File: src/rtl/relprime_job_sequencer_if.sv
// Host/core-facing bus of the relprime job sequencer.
// slave: the sequencer's view. master: the host/core-model view.
interface relprime_job_sequencer_if #(
    parameter int DATA_W = 16
);
    // operand stream in
    logic [DATA_W-1:0] in_value;
    logic              in_valid;
    logic              in_ready;
    // relprime core side
    logic [DATA_W-1:0] proc_value;
    logic [DATA_W-1:0] proc_two;
    logic [DATA_W-1:0] proc_one;
    logic              proc_start;
    logic [DATA_W-1:0] proc_out;
    logic              proc_done;
    // result stream out
    logic [DATA_W-1:0] res_operand;
    logic [DATA_W-1:0] res_value;
    logic              res_valid;
    logic              res_ready;
    // status
    logic              busy;
    logic              err;

    modport slave (
        input  in_value, in_valid, proc_out, proc_done, res_ready,
        output in_ready, proc_value, proc_two, proc_one, proc_start,
               res_operand, res_value, res_valid, busy, err
    );

    modport master (
        output in_value, in_valid, proc_out, proc_done, res_ready,
        input  in_ready, proc_value, proc_two, proc_one, proc_start,
               res_operand, res_value, res_valid, busy, err
    );
endinterface

File: src/rtl/relprime_job_sequencer.sv
// relprime_job_sequencer: queues operands, launches one relprime core job
// at a time, and returns {operand, result} pairs on a valid/ready port.
// Optional job watchdog enabled by defining RELPRIME_TIMEOUT_EN.
module relprime_job_sequencer #(
    parameter int DATA_W         = 16,
    parameter int FIFO_DEPTH     = 4,
    parameter int START_CYCLES   = 2,
    parameter int TIMEOUT_CYCLES = 65535
) (
    input logic                     CLK,
    input logic                     reset,
    relprime_job_sequencer_if.slave bus
);
    localparam int AW  = $clog2(FIFO_DEPTH);
    localparam int PW  = AW + 1;
    localparam int SCW = (START_CYCLES > 1) ? $clog2(START_CYCLES) : 1;

    if (FIFO_DEPTH < 2 || (FIFO_DEPTH & (FIFO_DEPTH - 1)) != 0 ||
        START_CYCLES < 1 || TIMEOUT_CYCLES < 1) begin : g_bad_cfg
        $error("relprime_job_sequencer: invalid parameter set");
    end

    typedef enum logic [1:0] {S_IDLE, S_LAUNCH, S_WAIT, S_HOLD} state_t;

    state_t                           state_q, state_d;
    logic [FIFO_DEPTH-1:0][DATA_W-1:0] mem_q, mem_d;
    logic [PW-1:0]                    wr_ptr_q, wr_ptr_d;
    logic [PW-1:0]                    rd_ptr_q, rd_ptr_d;
    logic [DATA_W-1:0]                operand_q, operand_d;
    logic [DATA_W-1:0]                res_value_q, res_value_d;
    logic [SCW-1:0]                   start_cnt_q, start_cnt_d;
`ifdef RELPRIME_TIMEOUT_EN
    logic [31:0]                      wd_q, wd_d;
    logic                             err_q, err_d;
`endif

    logic empty, full, in_ready, push;

    // Pointer MSB distinguishes full from empty when the low bits match.
    assign empty    = (wr_ptr_q == rd_ptr_q);
    assign full     = (wr_ptr_q[AW] != rd_ptr_q[AW]) &&
                      (wr_ptr_q[AW-1:0] == rd_ptr_q[AW-1:0]);
    assign in_ready = !full && !reset;
    assign push     = bus.in_valid && in_ready;

    // Next-state, FIFO bookkeeping and job capture.
    always_comb begin
        state_d     = state_q;
        mem_d       = mem_q;
        wr_ptr_d    = wr_ptr_q;
        rd_ptr_d    = rd_ptr_q;
        operand_d   = operand_q;
        res_value_d = res_value_q;
        start_cnt_d = start_cnt_q;
`ifdef RELPRIME_TIMEOUT_EN
        err_d       = err_q;
        // Zero outside WAIT, so it is already clear on WAIT entry.
        wd_d        = (state_q == S_WAIT) ? wd_q + 32'd1 : 32'd0;
`endif
        if (push) begin
            mem_d[wr_ptr_q[AW-1:0]] = bus.in_value;
            wr_ptr_d                = wr_ptr_q + PW'(1);
        end
        case (state_q)
            S_IDLE: begin
                if (!empty) begin
                    operand_d   = mem_q[rd_ptr_q[AW-1:0]];
                    rd_ptr_d    = rd_ptr_q + PW'(1);
                    start_cnt_d = '0;
                    state_d     = S_LAUNCH;
                end
            end
            S_LAUNCH: begin
                // Any early proc_done is ignored here by construction.
                if (start_cnt_q == SCW'(START_CYCLES - 1)) state_d = S_WAIT;
                else start_cnt_d = start_cnt_q + SCW'(1);
            end
            S_WAIT: begin
                if (bus.proc_done) begin
                    res_value_d = bus.proc_out;
`ifdef RELPRIME_TIMEOUT_EN
                    err_d       = 1'b0;
`endif
                    state_d     = S_HOLD;
                end
`ifdef RELPRIME_TIMEOUT_EN
                else if (wd_q == 32'(TIMEOUT_CYCLES - 1)) begin
                    res_value_d = '0;
                    err_d       = 1'b1;
                    state_d     = S_HOLD;
                end
`endif
            end
            S_HOLD: begin
                if (bus.res_ready) state_d = S_IDLE;
            end
            default: state_d = S_IDLE;
        endcase
    end

    // Control and result registers; reset abandons any job in flight.
    always_ff @(posedge CLK) begin
        if (reset) begin
            state_q     <= S_IDLE;
            wr_ptr_q    <= '0;
            rd_ptr_q    <= '0;
            operand_q   <= '0;
            res_value_q <= '0;
            start_cnt_q <= '0;
`ifdef RELPRIME_TIMEOUT_EN
            wd_q        <= '0;
            err_q       <= 1'b0;
`endif
        end else begin
            state_q     <= state_d;
            wr_ptr_q    <= wr_ptr_d;
            rd_ptr_q    <= rd_ptr_d;
            operand_q   <= operand_d;
            res_value_q <= res_value_d;
            start_cnt_q <= start_cnt_d;
`ifdef RELPRIME_TIMEOUT_EN
            wd_q        <= wd_d;
            err_q       <= err_d;
`endif
        end
    end

    // Queue storage; contents are don't-care once the pointers are flushed.
    always_ff @(posedge CLK) begin
        mem_q <= mem_d;
    end

    // Outputs are forced to 0 while reset is asserted.
    assign bus.in_ready    = in_ready;
    assign bus.proc_value  = reset ? '0 : operand_q;
    assign bus.proc_two    = DATA_W'(2);
    assign bus.proc_one    = DATA_W'(1);
    assign bus.proc_start  = !reset && (state_q == S_LAUNCH);
    assign bus.res_operand = reset ? '0 : operand_q;
    assign bus.res_value   = reset ? '0 : res_value_q;
    assign bus.res_valid   = !reset && (state_q == S_HOLD);
    assign bus.busy        = !reset && ((state_q != S_IDLE) || !empty);
`ifdef RELPRIME_TIMEOUT_EN
    assign bus.err         = !reset && err_q;
`else
    assign bus.err         = 1'b0;
`endif
endmodule

File: src/flat_wrapper.sv
// flat-port wrapper written by rule: the top's interface ports become plain ports
module relprime_job_sequencer_flat 
#(
    parameter int DATA_W         = 16,
    parameter int FIFO_DEPTH     = 4,
    parameter int START_CYCLES   = 2,
    parameter int TIMEOUT_CYCLES = 65535
)
  (CLK, reset, bus_in_value, bus_in_valid, bus_proc_out, bus_proc_done, bus_res_ready, bus_in_ready, bus_proc_value, bus_proc_two, bus_proc_one, bus_proc_start, bus_res_operand, bus_res_value, bus_res_valid, bus_busy, bus_err);
  relprime_job_sequencer_if #(.DATA_W(DATA_W)) bus_i ();
  input logic CLK;
  input logic reset;
  input wire logic [$bits(bus_i.in_value)-1:0] bus_in_value;
  input wire logic [$bits(bus_i.in_valid)-1:0] bus_in_valid;
  input wire logic [$bits(bus_i.proc_out)-1:0] bus_proc_out;
  input wire logic [$bits(bus_i.proc_done)-1:0] bus_proc_done;
  input wire logic [$bits(bus_i.res_ready)-1:0] bus_res_ready;
  output wire logic [$bits(bus_i.in_ready)-1:0] bus_in_ready;
  output wire logic [$bits(bus_i.proc_value)-1:0] bus_proc_value;
  output wire logic [$bits(bus_i.proc_two)-1:0] bus_proc_two;
  output wire logic [$bits(bus_i.proc_one)-1:0] bus_proc_one;
  output wire logic [$bits(bus_i.proc_start)-1:0] bus_proc_start;
  output wire logic [$bits(bus_i.res_operand)-1:0] bus_res_operand;
  output wire logic [$bits(bus_i.res_value)-1:0] bus_res_value;
  output wire logic [$bits(bus_i.res_valid)-1:0] bus_res_valid;
  output wire logic [$bits(bus_i.busy)-1:0] bus_busy;
  output wire logic [$bits(bus_i.err)-1:0] bus_err;
  assign bus_i.in_value = bus_in_value;
  assign bus_i.in_valid = bus_in_valid;
  assign bus_i.proc_out = bus_proc_out;
  assign bus_i.proc_done = bus_proc_done;
  assign bus_i.res_ready = bus_res_ready;
  assign bus_in_ready = bus_i.in_ready;
  assign bus_proc_value = bus_i.proc_value;
  assign bus_proc_two = bus_i.proc_two;
  assign bus_proc_one = bus_i.proc_one;
  assign bus_proc_start = bus_i.proc_start;
  assign bus_res_operand = bus_i.res_operand;
  assign bus_res_value = bus_i.res_value;
  assign bus_res_valid = bus_i.res_valid;
  assign bus_busy = bus_i.busy;
  assign bus_err = bus_i.err;
  relprime_job_sequencer #(.DATA_W(DATA_W), .FIFO_DEPTH(FIFO_DEPTH), .START_CYCLES(START_CYCLES), .TIMEOUT_CYCLES(TIMEOUT_CYCLES)) u_core (.CLK(CLK), .reset(reset), .bus(bus_i));
endmodule
File: config.mk
export PLATFORM = sky130hd
export DESIGN_NAME = relprime_job_sequencer_flat
export DESIGN_NICKNAME = d
export VERILOG_FILES = /design/src/rtl/relprime_job_sequencer_if.sv /design/src/rtl/relprime_job_sequencer.sv /design/src/flat_wrapper.sv
export SDC_FILE = /design/constraint.sdc
export NUM_CORES = 1
export LEC_CHECK = 0
export ABC_CLOCK_PERIOD_IN_PS = 4800
export CAP_MARGIN = 20
export CORE_ASPECT_RATIO = 0.8
export CORE_MARGIN = 5
export CORE_UTILIZATION = 52
export CTS_CLUSTER_DIAMETER = 80
export DETAILED_ROUTE_END_ITERATION = 10
export GPL_TIMING_DRIVEN = 1
export PLACE_DENSITY = 0.82
export SETUP_SLACK_MARGIN = 0.5
export SYNTH_ARGS = -nofsm -noshare
export SYNTH_HDL_FRONTEND = slang
export SYNTH_SLANG_ARGS = --single-unit
File: constraint.sdc
create_clock -name CLK -period 4.8 [get_ports CLK]
set_input_delay 1.2 -clock CLK [delete_from_list [all_inputs] [get_ports CLK]]
set_output_delay 1.2 -clock CLK [all_outputs]
set_load 0.05 [all_outputs]
==> summary.txt, run 1 <==
Status
  – Status: finished, final reports clean

Pwr
  – Cell Pwr Density: 467 mW/mm^2
  – Clock share of power: 0.193
  – Sequential share of power: 0.422
  – Int Power: 0.00161 W
  – Pleak: 1.97 nW
  – Worst IR drop on VDD: 0.212 mV
  – Comb pwr share: 0.385
  – Switch Pwr: 0.000988 W
  – Switching share of power: 0.380

Die
  – Initial core utilization: 0.540
  – Core area: 0.00860 sq mm
  – Site row count: 30
  – Die Width: 116 microns
  – Die height: 94.5 microns
  – Ports: 122
  – Die ar.: 0.0109 sq mm

Worst setup path
  – Crit Path Max Fanout: 30
  – Worst EP required: 3600 ps
  – WS Path Type: primary input to primary output
  – R2R Setup Slk: 2640 ps
  – Max stage delay on crit path: 870 ps
  – Dominant delay contributor by cell family on the critical path: buffers and inverters
  – Critical Path, Cell by Cell: buf_2 > buf_4 > nor2b_1 > clkdlybuf4s50_1
  – CP endpoint kind: primary output
  – Reg2reg end: u_core.mem_q[44]
  – R2R Path Start: u_core.wr_ptr_q[0]
  – Reg2Reg Depth: 4
  – Crit-path slowest cell: clkdlybuf4s50_1
  – Levels on crit path: 4
  – Worst Setup SP: reset
  – Critical path arrival: 2840 ps
  – CP bufs+invs: 3
  – Setup crit end: bus_proc_value[11]
  – Startpoint Class: primary input

Placed design
  – IO buf count: 88
  – Post-Place Cells: 551
  – DP HPWL: 6190 microns
  – Placer Congestion: 0.790

Finish
  – Filler cells: 629
  – Ratio of cells with drive above 1 in the final layout: 0.105
  – Area Overhead vs Synth: 20.1%
  – # diodes: 0
  – Most frequent cells in the layout: clkdlybuf4s50_1, nand2_1, edfxtp_1
  – Commonest non-fill, non-tap cell in the layout: clkdlybuf4s50_1
  – Cell Count, Final, Fillers Out: 567
  – Fin nets: 496

Drt
  – Metal2 WL: 4380 microns
  – DR top layer: met4
  – Iter 0 DRT Violations: 122
  – First-pass iteration count of the detailed router: 7
  – Detailed-route via count: 2,795
  – Final ANT Viol Nets: 0
  – Routed wire per std cell: 15.3 microns
  – Met3 Wirelength: 714 microns
  – Wirelength, routed: 8660 microns
  – DR vias/cell: 4.93
  – Drc violations: 0
  – Met1 WL: 3460 microns

Clock network
  – Root buffer cell: clkbuf_8
  – H-tree depth: 3
  – Resized Gates After CTS: 0
  – Clock sink count: 105
  – Cts bufs inserted: 9
  – CTS max path bufs: 2
  – Post-CTS Setup Inserts: 0
  – Worst-skew pair later-pin latency: 360 ps
  – CTS Hold Buffers Added: 0
  – CTS tree: built
  – Clk pin slew, worst setup/hold paths: 100 ps

GRT
  – GRT Total Usage: 0.159
  – Vias in the first global route: 2,709
  – Total grt overflow: 0
  – First-pass GRT wire length: 13,300 microns
  – Initial antenna violation count: 0
  – Pin count of the biggest net entering global routing: 38

Timing
  – Post-route setup TNS: 0 ps
  – Final period util: 0.841
  – Fmax: 0.248 GHz
  – Setup-failing EPs final: 0
  – Final min period: 4040 ps
  – RSZ-0062 raised after global routing: no
  – Slew headroom: 0.446
  – Least-Margin Pin Slew: 831 ps
  – Final Skew: 10.6 ps
  – Final Max Tran Viols: 0
  – Final Hold Viols: 0

Yosys
  – Seq/Total Area, Yosys: 0.591
  – Synth Instances: 378
  – Register bit total from synthesis: 105
  – Distinct cells, synth: 34
  – Syn_area_per_cell: 12.3 sq um
  – Yosys warning count: 0
  – Synthesized cell area: 0.00464 sq mm

Hold path
  – Hold path startpoint: u_core.res_value_q[6]
  – Hold WC Path Type: register to register

Job
  – Max-cap violation count: 0
[how the worst min path moves through the flow]
| stage | to | slack [ps] | cells past startpoint |
|---|---|---|---|
| floorplan | u_core.res_value_q[0] | 430 | 2 |
| global placement | u_core.res_value_q[6] | 440 | 2 |
| detailed placement | u_core.res_value_q[2] | 450 | 2 |
| CTS | u_core.res_value_q[12] | 470 | 2 |
| global route | u_core.res_value_q[3] | 490 | 2 |
| finish | u_core.res_value_q[6] | 460 | 2 |
[power groups by stage]
stage | logic, W | registers [W] | clock network (W)
detailed placement | 0.00101 | 0.00112 | 0
floorplan | 0.000823 | 0.00110 | 0
finish | 0.00100 | 0.00110 | 0.000503
global route | 0.00107 | 0.00111 | 0.000555
CTS | 0.00101 | 0.00110 | 0.000522
global placement | 0.000992 | 0.00111 | 0
[metrics by stage]
stage / setup WS [ps] / utilization / total power [W] / hold WS [ps] / area (sq um)
after floorplan: 1100 / - / 0.00193 / 432 / 4760
after global placement: 842 / 0.627 / 0.00211 / 437 / 5390
after detailed placement: 772 / 0.627 / 0.00213 / 445 / 5390
after CTS: 757 / 0.648 / 0.00263 / 467 / 5570
after global routing: 688 / 0.648 / 0.00274 / 486 / 5570
final: 763 / 0.648 / 0.00260 / 464 / 5570
[state kept, by name, indices dropped and copies added (netlist names)]
signal / cells
u_core.operand_q: 16
u_core.wr_ptr_q: 3
u_core.start_cnt_q: 1
u_core.state_q: 2
u_core.res_value_q: 16
u_core.mem_q: 64
u_core.rd_ptr_q: 3
[layer usage]
layer	up-vias	global-route usage
met5	-	0
met4	0	0.0479
met3	10	0.0480
met2	104	0.276
met1	1312	0.193
li1	1369	-
[worst min-delay path, stage by stage (launching register included)]
cell	delay [ps]
dfxtp_1	320
nand2_1	50
a21oi_1	50
[cell families (layout without fill, tap and decap cells)]
logic type,Yosys count,count (layout),synth area share
buffers and inverters,76,122,0.105
xor gates and xnor gates,7,7,0.0165
muxes,18,18,0.0836
adders and majority gates,9,9,0.0243
other,2,33,0.00162
DFF,105,105,0.591
AOI/OAI and AO/OA,44,44,0.0583
and+or+nand+nor,117,117,0.119
[final cells by class]
cell class,instances,area [sq um],share of cell area
repair buffers,97,941,0.169
multi-input cells,228,1530,0.274
flip-flops and latches,105,2740,0.492
clock buffers,9,124,0.0222
well taps,112,140,0.0251
inverters,9,33.8,0.00606
clock inverters,7,63.8,0.0114
[synthesized netlist by cell type, drive strengths merged]
cell	count	share of area
a21oi	20	0.022
a221oi	1	0.0032
and2	2	0.0027
and4	3	0.0057
buf	56	0.089
clkbuf	11	0.0092
conb	2	0.0016
dfxtp	41	0.18
edfxtp	64	0.41
ha	9	0.024
inv	9	0.0073
mux2i	2	0.0043
mux4	16	0.079
nand2	68	0.055
nand3	1	0.0011
nor2	6	0.0049
nor2b	32	0.043
nor3	1	0.0011
nor3b	1	0.0016
o211a	1	0.0022
o21ai	17	0.018
o221a	1	0.0024
o22ai	1	0.0013
o311ai	1	0.0019
o31ai	2	0.0073
or3	3	0.0040
xnor2	2	0.0038
xor2	5	0.013
(Power assumes the default switching activity.)
==> run 2, diff against run 1 <==
--- a/config.mk
+++ b/config.mk
@@ -5,15 +5,15 @@
 export SDC_FILE = /design/constraint.sdc
 export NUM_CORES = 1
 export LEC_CHECK = 0
-export ABC_CLOCK_PERIOD_IN_PS = 4800
+export ABC_CLOCK_PERIOD_IN_PS = 3900
 export CAP_MARGIN = 20
 export CORE_ASPECT_RATIO = 0.8
 export CORE_MARGIN = 5
-export CORE_UTILIZATION = 52
+export CORE_UTILIZATION = 49
 export CTS_CLUSTER_DIAMETER = 80
 export DETAILED_ROUTE_END_ITERATION = 10
 export GPL_TIMING_DRIVEN = 1
-export PLACE_DENSITY = 0.82
+export PLACE_DENSITY = 0.77
 export SETUP_SLACK_MARGIN = 0.5
 export SYNTH_ARGS = -nofsm -noshare
 export SYNTH_HDL_FRONTEND = slang
==> constraint.sdc (replaced) <==
create_clock -name CLK -period 3.9 [get_ports CLK]
set_input_delay 0.975 -clock CLK [delete_from_list [all_inputs] [get_ports CLK]]
set_output_delay 0.975 -clock CLK [all_outputs]
set_load 0.05 [all_outputs]
==> summary.txt, run 2 (synthesis results as in run 1) <==
Die
  – Die Width: 119 microns (+2.8%)
  – Core area: 0.00915 sq mm (+6.5%)
  – Site row count: 31 (+3.3%)
  – Initial core utilization: 0.507 (-0.0329)
  – Ports: 122 (unchanged)
  – Die ar.: 0.0115 sq mm (+5.5%)
  – Die height: 97.0 microns (+2.7%)

Timing
  – Final Hold Viols: 0 (unchanged)
  – RSZ-0062 raised after global routing: no
  – Final period util: 0.857
  – Post-route setup TNS: 0 ps (unchanged)
  – Final min period: 3340 ps
  – Hold WS: 450 ps (-13.6 ps)
  – Final Skew: 7.76 ps (-2.83 ps)
  – Least-Margin Pin Slew: 808 ps (-23.6 ps)
  – Slew headroom: 0.462 (+0.0157)
  – Final Max Tran Viols: 0 (unchanged)
  – Fmax: 0.299 GHz
  – Setup-failing EPs final: 0 (unchanged)

Placed design
  – IO buf count: 88 (unchanged)
  – Placer Congestion: 0.750 (-5.0%)
  – DP HPWL: 6140 microns (-0.79%)

Drt
  – First-pass iteration count of the detailed router: 4 (-3)
  – Drc violations: 0 (unchanged)
  – DR vias/cell: 4.91 (-0.32%)
  – Routed wire per std cell: 15.5 microns (+1.3%)
  – Final ANT Viol Nets: 0 (unchanged)
  – Wirelength, routed: 8790 microns (+1.5%)
  – Detailed-route via count: 2,791 (-0.14%)
  – Iter 0 DRT Violations: 130 (+6.6%)

Worst setup path
  – CP bufs+invs: 3 (unchanged)
  – Critical path arrival: 2370 ps (-470 ps)
  – Worst EP required: 2920 ps (-680 ps)
  – CP endpoint kind: primary output
  – Crit-path slowest cell: clkdlybuf4s50_1
  – Max stage delay on crit path: 830 ps (-40 ps)
  – Dominant delay contributor by cell family on the critical path: buffers and inverters
  – Critical Path, Cell by Cell: buf_2 > buf_4 > a21oi_1 > clkdlybuf4s50_1
  – Startpoint Class: primary input
  – WS Path Type: primary input to primary output
  – Crit Path Max Fanout: 16 (-47%)
  – Levels on crit path: 4 (unchanged)
  – Reg2Reg Depth: 3 (-1)

Finish
  – Area Overhead vs Synth: 22.1%
  – Max reg flops: 64 (unchanged)
  – Commonest non-fill, non-tap cell in the layout: nand2_1
  – Top flop regs: u_core.mem_q (64), u_core.operand_q (16), u_core.res_value_q (16)
  – Filler cells: 683 (+8.6%)
  – Most frequent cells in the layout: nand2_1, edfxtp_1, clkdlybuf4s50_1
  – Largest register by flop count: u_core.mem_q
  – Ratio of cells with drive above 1 in the final layout: 0.0971 (-0.00836)
  – # diodes: 0 (unchanged)
  – Fin nets: 494 (-0.40%)

GRT
  – First-pass GRT wire length: 13,800 microns (+4.0%)
  – GRT Total Usage: 0.153 (-0.00627)
  – Met2 Use GR: 0.261 (-0.0144)
  – Grt met1 use: 0.187 (-0.00553)
  – Total grt overflow: 0 (unchanged)
  – Vias in the first global route: 2,718 (+0.33%)
  – Initial antenna violation count: 0 (unchanged)
  – Pin count of the biggest net entering global routing: 33 (-13%)
  – Met3 Use GR: 0.0373 (-0.0107)
  – GR peak layer: met2

Clock network
  – CTS max path bufs: 2 (unchanged)
  – H-tree depth: 3 (unchanged)
  – CTS tree: built
  – Clock sink count: 105 (unchanged)
  – Clk pin slew, worst setup/hold paths: 70 ps (-30 ps)
  – Root buffer cell: clkbuf_16
  – Worst-skew pair later-pin latency: 340 ps (-20 ps)
  – Post-CTS Setup Inserts: 0 (unchanged)
  – Cts bufs inserted: 9 (unchanged)

Hold path
  – WHS Path Cells: 2 (unchanged)
  – Hold WC Path Type: register to register

Status
  – Status: finished, final reports clean

Pwr
  – Cell Pwr Density: 598 mW/mm^2 (+28%)
  – Total power: 0.00338 W (+30%)
  – Pleak: 2.33 nW (+18%)
  – Worst IR drop on VDD: 0.278 mV (+31%)

Job
  – Max-cap violation count: 0 (unchanged)
-- run 2: changes by cell type in the layout (fill, tap and decap cells not counted), sizes merged --
cell           previous run  this run
inv                      11         9
clkbuf                    9        11
buf                      11         9
clkdlybuf4s50            86        60
dlygate4sd2               0        11
dlymetal6s2s              0        15
-- run 2: through the flow --
step / cell area (sq um) / setup slack, ps / std cells / util
final: 5660 / 559 / 568 / 0.619
after global routing: 5660 / 525 / 568 / 0.619
after CTS: 5630 / 501 / 568 / 0.615
after detailed placement: 5380 / 423 / 552 / 0.587
after global placement: 5380 / 513 / 552 / 0.587
after floorplan: 4760 / 648 / 409 / -
-- run 2: final cells by class --
type / instances / area, sq um / area share
sequential: 105 / 2740 / 0.484
tap: 115 / 144 / 0.0254
inverter: 9 / 33.8 / 0.00596
timing repair buffer: 95 / 950 / 0.168
multi-input combinational: 228 / 1530 / 0.270
clock buffer: 11 / 233 / 0.0411
clock inverter: 5 / 32.5 / 0.00574
-- run 2: path summary, 6_finish.rpt --
| check | start | end | slack (ps) |
|---|---|---|---|
| setup / recovery | reset | bus_busy | 560 |
| setup reg to reg | u_core.wr_ptr_q[1] | u_core.mem_q[1] | 1760 |
| hold / removal | u_core.res_value_q[3] | u_core.res_value_q[3] | 450 |
| hold reg to reg | u_core.res_value_q[3] | u_core.res_value_q[3] | 450 |
-- run 2: metal layers --
| layer | part of all wire | vias up |
|---|---|---|
| met4 | 0.015 | 0 |
| met2 | 0.50 | 86 |
| met1 | 0.43 | 1337 |
| met3 | 0.058 | 9 |
| li1 | - | 1359 |
| met5 | 0 | - |
-- run 2: worst register-to-register path, cell delays in order (launching register included) --
cell and delay [ps]:
dfxtp_1 440, xor2_2 320, or3_1 240, and4_1 750
-- run 2: repair_timing --
action	in CTS	in global routing
resized for setup	11	15
hold buffers	0	0
endpoints found under the setup margin	11	15
-- run 2: where the power goes --
group          total [W]  internal [W]  switching, W  leakage (nW)
Sequential       0.00135       0.00131     0.0000449         0.915
Clock           0.000810      0.000432      0.000378         0.133
Combinational    0.00122      0.000422      0.000801          1.28
Total            0.00338       0.00216       0.00122          2.33
